===== src/rtl/mips_ctrl_pkg.sv =====
// Shared encodings for the multi-cycle MIPS control path: opcodes, ALUOp,
// mux selects, FSM state numbers and the bundled control word.
package mips_ctrl_pkg;

  localparam logic [5:0] OP_RTYPE = 6'b000000;
  localparam logic [5:0] OP_LW    = 6'b100011;
  localparam logic [5:0] OP_SW    = 6'b101011;
  localparam logic [5:0] OP_BEQ   = 6'b000100;
  localparam logic [5:0] OP_BNE   = 6'b000101;
  localparam logic [5:0] OP_J     = 6'b000010;
  localparam logic [5:0] OP_ADDI  = 6'b001000;
  localparam logic [5:0] OP_ANDI  = 6'b001100;

  localparam logic [1:0] ALU_ADD   = 2'b00;
  localparam logic [1:0] ALU_SUB   = 2'b01;
  localparam logic [1:0] ALU_FUNCT = 2'b10;
  localparam logic [1:0] ALU_AND   = 2'b11;

  localparam logic [1:0] SRCB_RT    = 2'b00;
  localparam logic [1:0] SRCB_FOUR  = 2'b01;
  localparam logic [1:0] SRCB_IMM   = 2'b10;
  localparam logic [1:0] SRCB_IMMSH = 2'b11;

  localparam logic [1:0] PCSRC_ALU    = 2'b00;
  localparam logic [1:0] PCSRC_ALUOUT = 2'b01;
  localparam logic [1:0] PCSRC_JUMP   = 2'b10;

  localparam int unsigned ST_FETCH   = 0;
  localparam int unsigned ST_DECODE  = 1;
  localparam int unsigned ST_MEMADDR = 2;
  localparam int unsigned ST_MEMRD   = 3;
  localparam int unsigned ST_MEMWB   = 4;
  localparam int unsigned ST_MEMWR   = 5;
  localparam int unsigned ST_RTEXEC  = 6;
  localparam int unsigned ST_RTWB    = 7;
  localparam int unsigned ST_BRANCH  = 8;
  localparam int unsigned ST_JUMP    = 9;
  localparam int unsigned ST_IMMEXEC = 10;
  localparam int unsigned ST_IMMWB   = 11;
  localparam int unsigned ST_TRAP    = 12;

  typedef struct packed {
    logic       pc_write;
    logic       pc_write_cond;
    logic       pc_write_cond_ne;
    logic       i_or_d;
    logic       mem_read;
    logic       mem_write;
    logic       ir_write;
    logic       mem_to_reg;
    logic       reg_dst;
    logic       reg_write;
    logic       alu_src_a;
    logic [1:0] alu_src_b;
    logic       ext_zero;
    logic [1:0] pc_source;
    logic [1:0] alu_op;
  } ctrl_t;

endpackage


===== src/rtl/multicycle_control_retire_counter.sv =====
// Retired-instruction counter: free-running wrap, synchronous clear.
module retire_counter #(
  parameter int CNT_W = 32
) (
  input  logic             i_clk,
  input  logic             i_rst,
  input  logic             i_inc,
  output logic [CNT_W-1:0] o_count
);

  logic [CNT_W-1:0] r_count;

  always_ff @(posedge i_clk) begin
    if (i_rst) begin
      r_count <= '0;
    end else if (i_inc) begin
      r_count <= r_count + CNT_W'(1);
    end
  end

  assign o_count = r_count;

endmodule


===== src/rtl/multicycle_control.sv =====
// Multi-cycle MIPS main control FSM (Moore, mem_ready-qualified fetch/memory).
// Define ILLEGAL_TRAP_EN to add the trap port and the sticky TRAP state.
module multicycle_control
  import mips_ctrl_pkg::*;
#(
  parameter int STATE_W = 4,
  parameter int CNT_W   = 32
) (
  input  logic               clk,
  input  logic               reset,
  input  logic [5:0]         Op,
  input  logic               mem_ready,
  output logic               PCWrite,
  output logic               PCWriteCond,
  output logic               PCWriteCondNe,
  output logic               IorD,
  output logic               MemRead,
  output logic               MemWrite,
  output logic               IRWrite,
  output logic               MemtoReg,
  output logic               RegDst,
  output logic               RegWrite,
  output logic               ALUSrcA,
  output logic [1:0]         ALUSrcB,
  output logic               ExtZero,
  output logic [1:0]         PCSource,
  output logic [1:0]         ALUOp,
  output logic [CNT_W-1:0]   retired,
  output logic [STATE_W-1:0] state_dbg
`ifdef ILLEGAL_TRAP_EN
  ,
  output logic               trap
`endif
);

  localparam logic [STATE_W-1:0] S_FETCH   = STATE_W'(ST_FETCH);
  localparam logic [STATE_W-1:0] S_DECODE  = STATE_W'(ST_DECODE);
  localparam logic [STATE_W-1:0] S_MEMADDR = STATE_W'(ST_MEMADDR);
  localparam logic [STATE_W-1:0] S_MEMRD   = STATE_W'(ST_MEMRD);
  localparam logic [STATE_W-1:0] S_MEMWB   = STATE_W'(ST_MEMWB);
  localparam logic [STATE_W-1:0] S_MEMWR   = STATE_W'(ST_MEMWR);
  localparam logic [STATE_W-1:0] S_RTEXEC  = STATE_W'(ST_RTEXEC);
  localparam logic [STATE_W-1:0] S_RTWB    = STATE_W'(ST_RTWB);
  localparam logic [STATE_W-1:0] S_BRANCH  = STATE_W'(ST_BRANCH);
  localparam logic [STATE_W-1:0] S_JUMP    = STATE_W'(ST_JUMP);
  localparam logic [STATE_W-1:0] S_IMMEXEC = STATE_W'(ST_IMMEXEC);
  localparam logic [STATE_W-1:0] S_IMMWB   = STATE_W'(ST_IMMWB);
`ifdef ILLEGAL_TRAP_EN
  localparam logic [STATE_W-1:0] S_TRAP    = STATE_W'(ST_TRAP);
`endif

  logic [STATE_W-1:0] r_state;
  logic [STATE_W-1:0] w_next;
  logic               w_retire;
  ctrl_t              w_ctrl;

  always_ff @(posedge clk) begin
    if (reset) begin
      r_state <= S_FETCH;
    end else begin
      r_state <= w_next;
    end
  end

  // Next state; w_retire marks the final cycle of a supported instruction.
  always_comb begin
    w_next   = S_FETCH;
    w_retire = 1'b0;
    case (r_state)
      S_FETCH:   w_next = mem_ready ? S_DECODE : S_FETCH;
      S_DECODE: begin
        case (Op)
          OP_LW, OP_SW:     w_next = S_MEMADDR;
          OP_RTYPE:         w_next = S_RTEXEC;
          OP_BEQ, OP_BNE:   w_next = S_BRANCH;
          OP_J:             w_next = S_JUMP;
          OP_ADDI, OP_ANDI: w_next = S_IMMEXEC;
`ifdef ILLEGAL_TRAP_EN
          default:          w_next = S_TRAP;
`else
          default:          w_next = S_FETCH;
`endif
        endcase
      end
      S_MEMADDR: w_next = (Op == OP_LW) ? S_MEMRD : S_MEMWR;
      S_MEMRD:   w_next = mem_ready ? S_MEMWB : S_MEMRD;
      S_MEMWR: begin
        w_next   = mem_ready ? S_FETCH : S_MEMWR;
        w_retire = mem_ready;
      end
      S_RTEXEC:  w_next = S_RTWB;
      S_IMMEXEC: w_next = S_IMMWB;
      S_MEMWB, S_RTWB, S_BRANCH, S_JUMP, S_IMMWB: begin
        w_next   = S_FETCH;
        w_retire = 1'b1;
      end
`ifdef ILLEGAL_TRAP_EN
      S_TRAP:    w_next = S_TRAP;
`endif
      default:   w_next = S_FETCH;
    endcase
  end

  // Moore decode; reset overrides everything so no write leaks while held.
  always_comb begin
    w_ctrl = '0;
    case (r_state)
      S_FETCH: begin
        w_ctrl.mem_read  = 1'b1;
        w_ctrl.alu_src_b = SRCB_FOUR;
        w_ctrl.ir_write  = mem_ready;
        w_ctrl.pc_write  = mem_ready;
      end
      S_DECODE:  w_ctrl.alu_src_b = SRCB_IMMSH;
      S_MEMADDR: begin
        w_ctrl.alu_src_a = 1'b1;
        w_ctrl.alu_src_b = SRCB_IMM;
      end
      S_MEMRD: begin
        w_ctrl.mem_read = 1'b1;
        w_ctrl.i_or_d   = 1'b1;
      end
      S_MEMWB: begin
        w_ctrl.reg_write  = 1'b1;
        w_ctrl.mem_to_reg = 1'b1;
      end
      S_MEMWR: begin
        w_ctrl.mem_write = 1'b1;
        w_ctrl.i_or_d    = 1'b1;
      end
      S_RTEXEC: begin
        w_ctrl.alu_src_a = 1'b1;
        w_ctrl.alu_src_b = SRCB_RT;
        w_ctrl.alu_op    = ALU_FUNCT;
      end
      S_RTWB: begin
        w_ctrl.reg_write = 1'b1;
        w_ctrl.reg_dst   = 1'b1;
      end
      S_BRANCH: begin
        w_ctrl.alu_src_a        = 1'b1;
        w_ctrl.alu_src_b        = SRCB_RT;
        w_ctrl.alu_op           = ALU_SUB;
        w_ctrl.pc_source        = PCSRC_ALUOUT;
        w_ctrl.pc_write_cond    = (Op == OP_BEQ);
        w_ctrl.pc_write_cond_ne = (Op == OP_BNE);
      end
      S_JUMP: begin
        w_ctrl.pc_write  = 1'b1;
        w_ctrl.pc_source = PCSRC_JUMP;
      end
      S_IMMEXEC: begin
        w_ctrl.alu_src_a = 1'b1;
        w_ctrl.alu_src_b = SRCB_IMM;
        if (Op == OP_ANDI) begin
          w_ctrl.alu_op   = ALU_AND;
          w_ctrl.ext_zero = 1'b1;
        end else begin
          w_ctrl.alu_op   = ALU_ADD;
        end
      end
      S_IMMWB:   w_ctrl.reg_write = 1'b1;
      default:   w_ctrl = '0;
    endcase
    if (reset) begin
      w_ctrl = '0;
    end
  end

  retire_counter #(
    .CNT_W(CNT_W)
  ) u_retire (
    .i_clk   (clk),
    .i_rst   (reset),
    .i_inc   (w_retire),
    .o_count (retired)
  );

  assign PCWrite       = w_ctrl.pc_write;
  assign PCWriteCond   = w_ctrl.pc_write_cond;
  assign PCWriteCondNe = w_ctrl.pc_write_cond_ne;
  assign IorD          = w_ctrl.i_or_d;
  assign MemRead       = w_ctrl.mem_read;
  assign MemWrite      = w_ctrl.mem_write;
  assign IRWrite       = w_ctrl.ir_write;
  assign MemtoReg      = w_ctrl.mem_to_reg;
  assign RegDst        = w_ctrl.reg_dst;
  assign RegWrite      = w_ctrl.reg_write;
  assign ALUSrcA       = w_ctrl.alu_src_a;
  assign ALUSrcB       = w_ctrl.alu_src_b;
  assign ExtZero       = w_ctrl.ext_zero;
  assign PCSource      = w_ctrl.pc_source;
  assign ALUOp         = w_ctrl.alu_op;
  assign state_dbg     = r_state;
`ifdef ILLEGAL_TRAP_EN
  assign trap          = (r_state == S_TRAP) && !reset;
`endif

endmodule


===== config.mk =====
export PLATFORM = sky130hd
export DESIGN_NAME = multicycle_control
export DESIGN_NICKNAME = d
export VERILOG_FILES = /design/src/rtl/mips_ctrl_pkg.sv /design/src/rtl/multicycle_control_retire_counter.sv /design/src/rtl/multicycle_control.sv
export SDC_FILE = /design/constraint.sdc
export NUM_CORES = 1
export LEC_CHECK = 0
export BUFFER_PORTS_ARGS = -buffer_cell sky130_fd_sc_hd__buf_2
export CAP_MARGIN = 20
export CORE_MARGIN = 2
export CORE_UTILIZATION = 30
export DETAILED_ROUTE_END_ITERATION = 10
export SYNTH_ARGS = -nofsm -noshare
export SYNTH_HDL_FRONTEND = slang
export SYNTH_HIERARCHICAL = 1
export SYNTH_SLANG_ARGS = --single-unit

===== constraint.sdc =====
create_clock -name clk -period 6.45 [get_ports clk]
set_clock_uncertainty 0.05 [all_clocks]
set_input_delay 0.645 -clock clk [delete_from_list [all_inputs] [get_ports clk]]
set_output_delay 0.645 -clock clk [all_outputs]
set_load 0.01 [all_outputs]

### Word level (Yosys, flattened, before mapping)

Index checks and enable logic that the tools add are counted.
W data, S select, Z words.

| word-level totals | value |
|---|---|
| register bits | 36 |
| latch bits | 0 |
| RAM bits | 0 |
| bits in read-only memories | 0 |
| bits of input ports | 9 |
| output and inout bits | 54 |
| logic and storage cells | 56 |
| memories | 0 |

| operators by class | value |
|---|---|
| add/sub/neg operators | 1 |
| $mul | 0 |
| div/mod/pow operators | 0 |
| magnitude comparators | 0 |
| eq/ne operators | 18 |
| shift-type cells | 0 |
| mux-type cells | 24 |
| bitwise logic cells | 0 |
| reduce and logical (&&, ||, !) cells | 11 |

Operator list:

| operator | number |
|---|---|
| $add A32 B1 Y32 const B | 1 |
| $pmux W4 S7 | 1 |
| $pmux W4 S5 | 1 |
| $mux W18 | 1 |
| $eq A4 B3 Y1 const B | 4 |
| $eq A4 B4 Y1 const B | 4 |
| $eq A6 B3 Y1 const B | 2 |
| $eq A6 B4 Y1 const B | 2 |
| $eq A6 B6 Y1 const B | 2 |
| $pmux W2 S3 | 2 |
| $reduce_or A2 Y1 | 6 |
| $mux W1 | 11 |
| $mux W3 | 3 |
| $eq A4 B2 Y1 const B | 2 |
| $eq A6 B2 Y1 const B | 1 |
| $logic_not A6 Y1 | 1 |
| $reduce_or A5 Y1 | 1 |
| $eq A4 B1 Y1 const B | 1 |
| $logic_not A4 Y1 | 1 |
| $mux W2 | 2 |
| $pmux W1 S2 | 2 |
| $pmux W2 S2 | 1 |
| $reduce_or A4 Y1 | 1 |
| $reduce_or A3 Y1 | 1 |

### Depth between registers and ports, before layout

Gate-level depths: netlist of the first run.

| depth | value |
|---|---|
| word-level depth | 4 |
| mapped depth | 11 |
| mapped depth without buffers | 8 |

### Hierarchy

The synthesis of the first run kept the hierarchy.

Modules (own cells, without submodules):

| module | instances | cells an instance | area each (µm²) | seq. area each (µm²) |
|---|---|---|---|---|
| retire_counter | 1 | 181 | 1564.0 | 640.6 |
| multicycle_control | 1 | 94 | 610.6 | 80.1 |

### Worst setup path after synthesis of the first run

OpenSTA, ideal clock, no wires.

| timing | value |
|---|---|
| kind | register to register |
| start point | register r_state[2] (netlist: state_dbg[2]) |
| end point | register u_retire.r_count[27] (netlist: u_retire/o_count[27]) |
| setup time | 0.121 ns |
| arrival time | 2.608 ns |
| data required time | 6.279 ns |
| setup slack | 3.672 ns |
| cell stages (with the launch flop) | 12 |
| path buffers | 4 |
| period minus slack after synthesis | 2.778 ns |
| cells stage by stage | dfxtp_1 -> clkbuf_1 -> clkbuf_1 -> a21boi_0 -> nor2_1 -> a211oi_1 -> buf_2 -> and4_1 -> buf_2 -> nand4_1 -> nor3b_1 -> mux2_2 |

| on the way | value |
|---|---|
| longest elaborated chain between the ends | 3 |
| elaborated cells on any way between the ends | 8 |
| classes of those cells | eq/ne: 6; mux: 1; reduce/logical: 1 |

RTL lines:

| item | RTL line | source |
|---|---|---|
| start, declared | multicycle_control.sv:52 | `logic [STATE_W-1:0] r_state;` |
| start signal, assigned | multicycle_control.sv:61 | `r_state <= w_next;` |
| $eq A4 B4 Y1 or $eq A4 B3 Y1 (tied branches) | multicycle_control.sv:69 | `case (r_state)` |
| $reduce_or A5 Y1 | multicycle_control.sv:69 |  |
| $pmux W1 S2 * | multicycle_control.sv:69 |  |
| net w_retire | multicycle_control.sv:54 | `logic w_retire;` |
| end signal, assigned | multicycle_control_retire_counter.sv:17 | `r_count <= r_count + CNT_W'(1);` |
| end, declared | multicycle_control_retire_counter.sv:11 | `logic [CNT_W-1:0] r_count;` |

The timed path passes the listed nets; every way through them passes the cells marked *.
A chain may end at the register's enable or synchronous reset.

### Final worst setup path of the first run

| timing | value |
|---|---|
| start point | register r_state[1] (netlist: state_dbg[1]) |
| end point | register u_retire.r_count[27] (netlist: u_retire/o_count[27]) |

The elaborated chain is that of the path after synthesis.

==> reports/metrics.csv, run 1 <==
metric,value,unit
status,"complete, no violations",
RSZ-0062 raised after global routing,no,
Yosys reg bits,36,
"Slew Viols, Final",0,
main combinational cell family by area after synthesis,simple AND/OR/NAND/NOR gates,
wire length of the first global-routing pass,8670,µm
Final Hold Viols,0,
Synth top area share,33.1,%
P per Cell Area,160,nW/µm²
Synth Net Count,285,
CP max stage delay,0.68,ns
worst reg-to-reg path cell count,8,
sequential-to-total area share from yosys stat,33.1,%
n_diodes,0,
clock-pin slew on the worst setup and hold paths,0.07,ns
period utilization,54.0,%
Area Growth Syn to Fin,19.9,%
Initial DRT Pass Iterations,4,
Synth cell types,48,
Die W,89.1,µm
GRT Residual Overflow,0,
Layout fillers,795,
YS warnings,6,
vias in the first global route,1891,
setup violators final,0,
Site Rows,31,
GR Util All Layers,13.6,%
post-synthesis xor/xnor area fraction,5.64,%
IO Pins,63,
crit path cell chain,nor2b_1 > a21boi_0 > nor2_1 > a211oi_1 > and4_1 > nand4_1 > nor3b_1 > mux2_2,
DIE HEIGHT,89.1,µm
Die ar.,7950,µm²
WL final,5410,µm
Setup CP Type,flop to flop,
max-cap violation count,0,
Netlist Area Pre-Place,2170,µm²
worst skew pair latency,0.28,ns
Worst-Margin Slew,0.953,ns
detailed-placement wirelength estimate,3900,µm
Slew headroom,36.5,%
Synth Area per Inst,7.91,µm²
Hold Buf Count CTS,0,
asr flop ratio synth,0,%
Worst Path Required,6.57,ns
CTS root buf,clkbuf_8,
post-synthesis compound-gate area fraction,10.8,%
nature of the critical path startpoint,flop,
Nets,336,
Starting Density,30.5,%
largest net degree at the start of global routing,55,
IO buf count,62,
maximum root-to-sink buffer count,2,
antenna violations before repair,0,
Peak Freq,287,MHz
CTS resizes,0,
Tightest Hold Check Type,flop to flop,
TritonCTS clock tree,yes,
routed len/inst,12.7,µm
setup bufs post-CTS,0,
core area,7140,µm²
layout cells sized above 1,25.7,%
DR vias/cell,5.04,
peak supply drop,0.0869,mV
CTS Sinks,36,
TritonCTS buffer count,5,
crit end category,flop,
htree depth,2,
synthesized instance count,275,
Post-synth EDFFs,0,
hold slack,0.460,ns
RePlAce Congestion,0.764,
Simple-Gate Fraction of Synth Area,38.3,%
Adder-Cell Fraction of Synth Area,0.575,%
Sum Neg Setup Slack,0,ns
Iteration-0 DRC Markers,74,
DRC,0,
Final Critical Period,3.48,ns
top cell type by total area after synthesis,dfxtp_1,
mux cell area share after synthesis,6.16,%
WHS Path Cells,2,
post-route ant nets,0,
dominant cells by area after synthesis,"dfxtp_1 (33%), nor2_1 (6.9%), mux2_2 (4.7%)",
Final Power,0.000417,W
"Core Util, Final",36.5,%
critical path data arrival time,3.61,ns
Worst path slowest cell,dfxtp_1,
via count,2148,
dominant synthesized flop cell,dfxtp_1,
critical path peak fanout,16,
leakage power,1.08,nW
-- layout by cell type (no fill, tap or decap), types with 2 or more instances in the layout --
cell type,instances
clkbuf_1,2
and3_1,2
nor2_1,40
nand3_1,13
and4_1,3
xnor2_1,5
inv_1,7
dfxtp_1,36
o21ai_0,9
nor3_1,18
or3b_1,2
mux2_1,2
nand4_1,10
or4_1,5
or3_1,4
buf_2,62
mux2_2,9
a21boi_0,2
nor2b_1,13
a211oi_1,4
a21oi_1,14
nand2_1,13
o31ai_1,4
clkbuf_8,6
or2_2,2
nor4_1,7
xor2_1,9
nor4b_1,2
nor3b_1,2
nand2b_1,3
-- worst max-delay path: cells and delay by family, from the launching register on --
| family | cells | cell delay (ns) |
|---|---|---|
| simple gates | 5 | 1.41 |
| compound gates | 2 | 0.88 |
| flops | 1 | 0.68 |
| mux | 1 | 0.36 |
-- flip-flops by register name, indices dropped and copies added (netlist names) --
signal            flops
state_dbg             4
u_retire/o_count     32
-- cell type report --
| cell class | count | area, µm² | share of cell area (%) |
|---|---|---|---|
| multi-input cells | 214 | 1340 | 51.2 |
| flip-flops and latches | 36 | 721 | 27.7 |
| repair buffers | 62 | 310 | 11.9 |
| well taps | 99 | 124 | 4.75 |
| clock buffers | 8 | 90.1 | 3.46 |
| inverters | 7 | 26.3 | 1.01 |
-- per-layer routing --
layer | track usage, % | part of all wire, % | vias to the layer above
met5 | 0 | 0 | -
met1 | 15.9 | 45 | 1008
met2 | 24.5 | 49 | 42
met3 | 3.14 | 4.1 | 7
met4 | 4.21 | 1.7 | 0
li1 | - | - | 1091
-- cell usage after synthesis, types with 2 or more instances --
library cell	number
nor2_1	40
dfxtp_1	36
nor3_1	18
a21oi_1	14
nand2_1	13
nand3_1	13
nor2b_1	13
clkbuf_1	12
nand4_1	10
mux2_2	9
o21ai_0	9
xor2_1	9
inv_1	7
nor4_1	7
or4_1	5
xnor2_1	5
a211oi_1	4
o31ai_1	4
or3_1	4
and4_1	3
buf_6	3
nand2b_1	3
a21boi_0	2
and3_1	2
buf_2	2
mux2_1	2
nor3b_1	2
nor4b_1	2
or2_2	2
or3b_1	2
-- cell families (layout without fill, tap and decap cells) --
kind of cell | after synthesis | after routing
compound gates | 39 | 39
xor+xnor | 14 | 14
fa+ha+maj | 1 | 1
buf+inv | 25 | 77
flops | 36 | 36
mux | 12 | 12
simple gates | 148 | 148
-- final timing paths --
path / from / to / slack [ns]
max: state_dbg[1] / u_retire/o_count[27] / 2.97
min: u_retire/o_count[20] / u_retire/o_count[20] / 0.46
max reg2reg: state_dbg[1] / u_retire/o_count[27] / 2.97
min reg2reg: u_retire/o_count[20] / u_retire/o_count[20] / 0.46
-- per-stage QoR --
step                      setup WS [ns]  std cells  area (µm²)
after global routing               2.61        426        2610
after global placement             3.11        418        2520
after floorplan                    3.67        275        2170
after CTS                          2.96        426        2610
final                              2.97        426        2610
after detailed placement           2.97        418        2520
-- where the power goes --
group	switching [W]	internal, W
clock	0.0000764	0.0000871
combinational	0.0000183	0.00000993
sequential	0.00000250	0.000223
No activity file was read; power rests on OpenSTA's default activity.
==> run 2, diff against run 1 <==
Clock period 6.45 ns to 3.52 ns, I/O delays scaled along.
==> run 2 against run 1 <==
  * Fmax is 19% higher
  * Core utilization grew 0.35 points
  * Final cell count grew 0.70%
  * Global-route usage is 0.057 points higher
  * Clock power up 87%
  * Sequential power rose by 83%
  * First-iteration DRC count shrank 2.7%
  * Critical path type unchanged
  * Highest routed layer unchanged
==> reports/metrics.csv, run 2 (synthesized netlist as in run 1, its figures left out) <==
metric,value,unit,change
Die ar.,7950,µm²,unchanged
RSZ-0062 raised after global routing,no,,unchanged
Internal,0.000583,W,was 0.000320 W
met3 usage,3.32,%,was 3.14%
WL final,5490,µm,was 5410 µm
DIE HEIGHT,89.1,µm,unchanged
met1 Use GR,16.7,%,was 15.9%
IO buf count,62,,unchanged
wire length of the first global-routing pass,8740,µm,was 8670 µm
period utilization,83.3,%,was 54.0%
core area,7140,µm²,unchanged
Nets,339,,was 336
final std cells w/o fill,429,,was 426
layout cells sized above 1,27.0,%,was 25.7%
Area Growth Syn to Fin,21.0,%,was 19.9%
clock-pin slew on the worst setup and hold paths,0.07,ns,about the same
Initial DRT Pass Iterations,4,,unchanged
leakage power,1.10,nW,was 1.08 nW
post-route ant nets,0,,unchanged
Die W,89.1,µm,unchanged
GRT Residual Overflow,0,,unchanged
critical path data arrival time,3.06,ns,was 3.61 ns
RePlAce Congestion,0.753,,was 0.764
"most common cell after layout, fill and taps aside",buf_2,,unchanged
max reg flops,32,,unchanged
max-cap violation count,0,,unchanged
dpl cells,421,,was 418
Hold Buf Count CTS,0,,unchanged
CTS root buf,clkbuf_8,,unchanged
via count,2179,,was 2148
critical path peak fanout,16,,unchanged
CTS resizes,0,,unchanged
detailed-placement wirelength estimate,3890,µm,was 3900 µm
nature of the critical path startpoint,flop,,unchanged
Flop pwr share,53.6,%,was 54.0%
sw power,0.000186,W,was 0.0000971 W
vias in the first global route,1894,,was 1891
Starting Density,30.5,%,unchanged
largest net degree at the start of global routing,55,,unchanged
Combinational Power Share,6.8,%,about the same
Site Rows,31,,unchanged
"commonest cells after routing, fill and taps aside","buf_2 (62), nor2_1 (40), dfxtp_1 (36)",,unchanged
TritonCTS clock tree,yes,,unchanged
hold_sp,Op[4],,was u_retire/o_count[20]
Final Hold Viols,0,,unchanged
RR Endpoint,u_retire/o_count[27],,unchanged
worst reg-to-reg path cell count,8,,unchanged
Worst Path Required,3.65,ns,was 6.57 ns
Setup CP Type,flop to flop,,unchanged
maximum root-to-sink buffer count,2,,unchanged
Peak Freq,341,MHz,was 287 MHz
Layout fillers,806,,was 795
GRT Max-Usage Layer,met2,,unchanged
peak supply drop,0.118,mV,was 0.0869 mV
crit end category,flop,,unchanged
GR Util All Layers,13.6,%,about the same
RR Startpoint,state_dbg[1],,unchanged
"Slew Viols, Final",0,,unchanged
Worst-Margin Slew,0.917,ns,was 0.953 ns
Clk pwr share,39.6,%,was 39.2%
Tightest Hold Check Type,input port to flop,,was flop to flop
status,"complete, no violations",,unchanged
routed len/inst,12.8,µm,was 12.7 µm
htree depth,2,,unchanged
DRC,0,,unchanged
Sum Neg Setup Slack,0,ns,unchanged
met2 GRT Util,24.3,%,was 24.5%
worst reg2reg setup slack,0.59,ns,was 2.97 ns
Sw Ratio,24.2,%,was 23.3%
WHS Path Cells,4,,was 2
WHS Endpoint,state_dbg[1],,was u_retire/o_count[20]
Slew headroom,38.9,%,was 36.5%
TritonCTS buffer count,5,,unchanged
antenna violations before repair,0,,unchanged
CTS Sinks,36,,unchanged
worst skew pair latency,0.28,ns,about the same
IO Pins,63,,unchanged
Iteration-0 DRC Markers,72,,was 74
n_diodes,0,,unchanged
setup violators final,0,,unchanged
setup bufs post-CTS,0,,unchanged
hold slack,0.386,ns,was 0.460 ns
P per Cell Area,292,nW/µm²,was 160 nW/µm²
Final Critical Period,2.93,ns,was 3.48 ns
DR vias/cell,5.08,,was 5.04
[run 2: cell types whose count changed in the layout (fill, tap and decap cells not counted)]
cell      before  now
clkinv_2       0    2
clkbuf_1       2    0
buf_4          0    3
[run 2: power groups by stage]
| stage | Sequential (W) | Combinational [W] | Clock (W) |
|---|---|---|---|
| after floorplan | 0.000419 | 0.0000343 | 0 |
| after global placement | 0.000421 | 0.0000524 | 0 |
| after detailed placement | 0.000421 | 0.0000528 | 0 |
| after CTS | 0.000412 | 0.0000530 | 0.000318 |
| after global routing | 0.000412 | 0.0000592 | 0.000335 |
| final | 0.000412 | 0.0000525 | 0.000304 |
[run 2: worst max path at each step]
stage                            start              endpoint  slack, ns
after floorplan           state_dbg[2]  u_retire/o_count[27]       0.74
after global placement    state_dbg[1]  u_retire/o_count[27]       0.76
after detailed placement  state_dbg[1]  u_retire/o_count[25]       0.62
after CTS                 state_dbg[1]  u_retire/o_count[27]       0.59
after global routing      state_dbg[1]  u_retire/o_count[30]       0.28
final                     state_dbg[1]  u_retire/o_count[27]       0.59
[run 2: cell type report]
type	instances	area, µm²	share of cell area (%)
Sequential cell	36	721	27.4
Timing Repair Buffer	65	333	12.6
Clock inverter	2	10.0	0.380
Multi-Input combinational cell	214	1340	50.7
Clock buffer	6	82.6	3.14
Inverter	7	26.3	0.999
Tap cell	99	124	4.71
[run 2: routing by layer]
metal | part of all wire, % | wire, µm
met3 | 4.4 | 239
met2 | 51 | 2800
met5 | 0 | 0
met4 | 0.47 | 26
met1 | 44 | 2420
[run 2: stage by stage]
stage	power, W	utilization [%]	setup slack (ns)	cell area (µm²)
after floorplan	0.000454	-	0.742	2170
after detailed placement	0.000474	35.6	0.618	2540
after global placement	0.000473	35.6	0.761	2540
final	0.000769	36.9	0.589	2630
after CTS	0.000782	36.9	0.588	2630
after global routing	0.000806	36.9	0.278	2630
[run 2: worst max-delay path: stages (launching register included)]
cell and delay [ns]:
dfxtp_1 0.66, nor2b_1 0.17, a21boi_0 0.20, nor2_1 0.06, a211oi_1 0.22, and4_1 0.43, nand4_1 0.36, nor3b_1 0.32
mux2_2 0.36
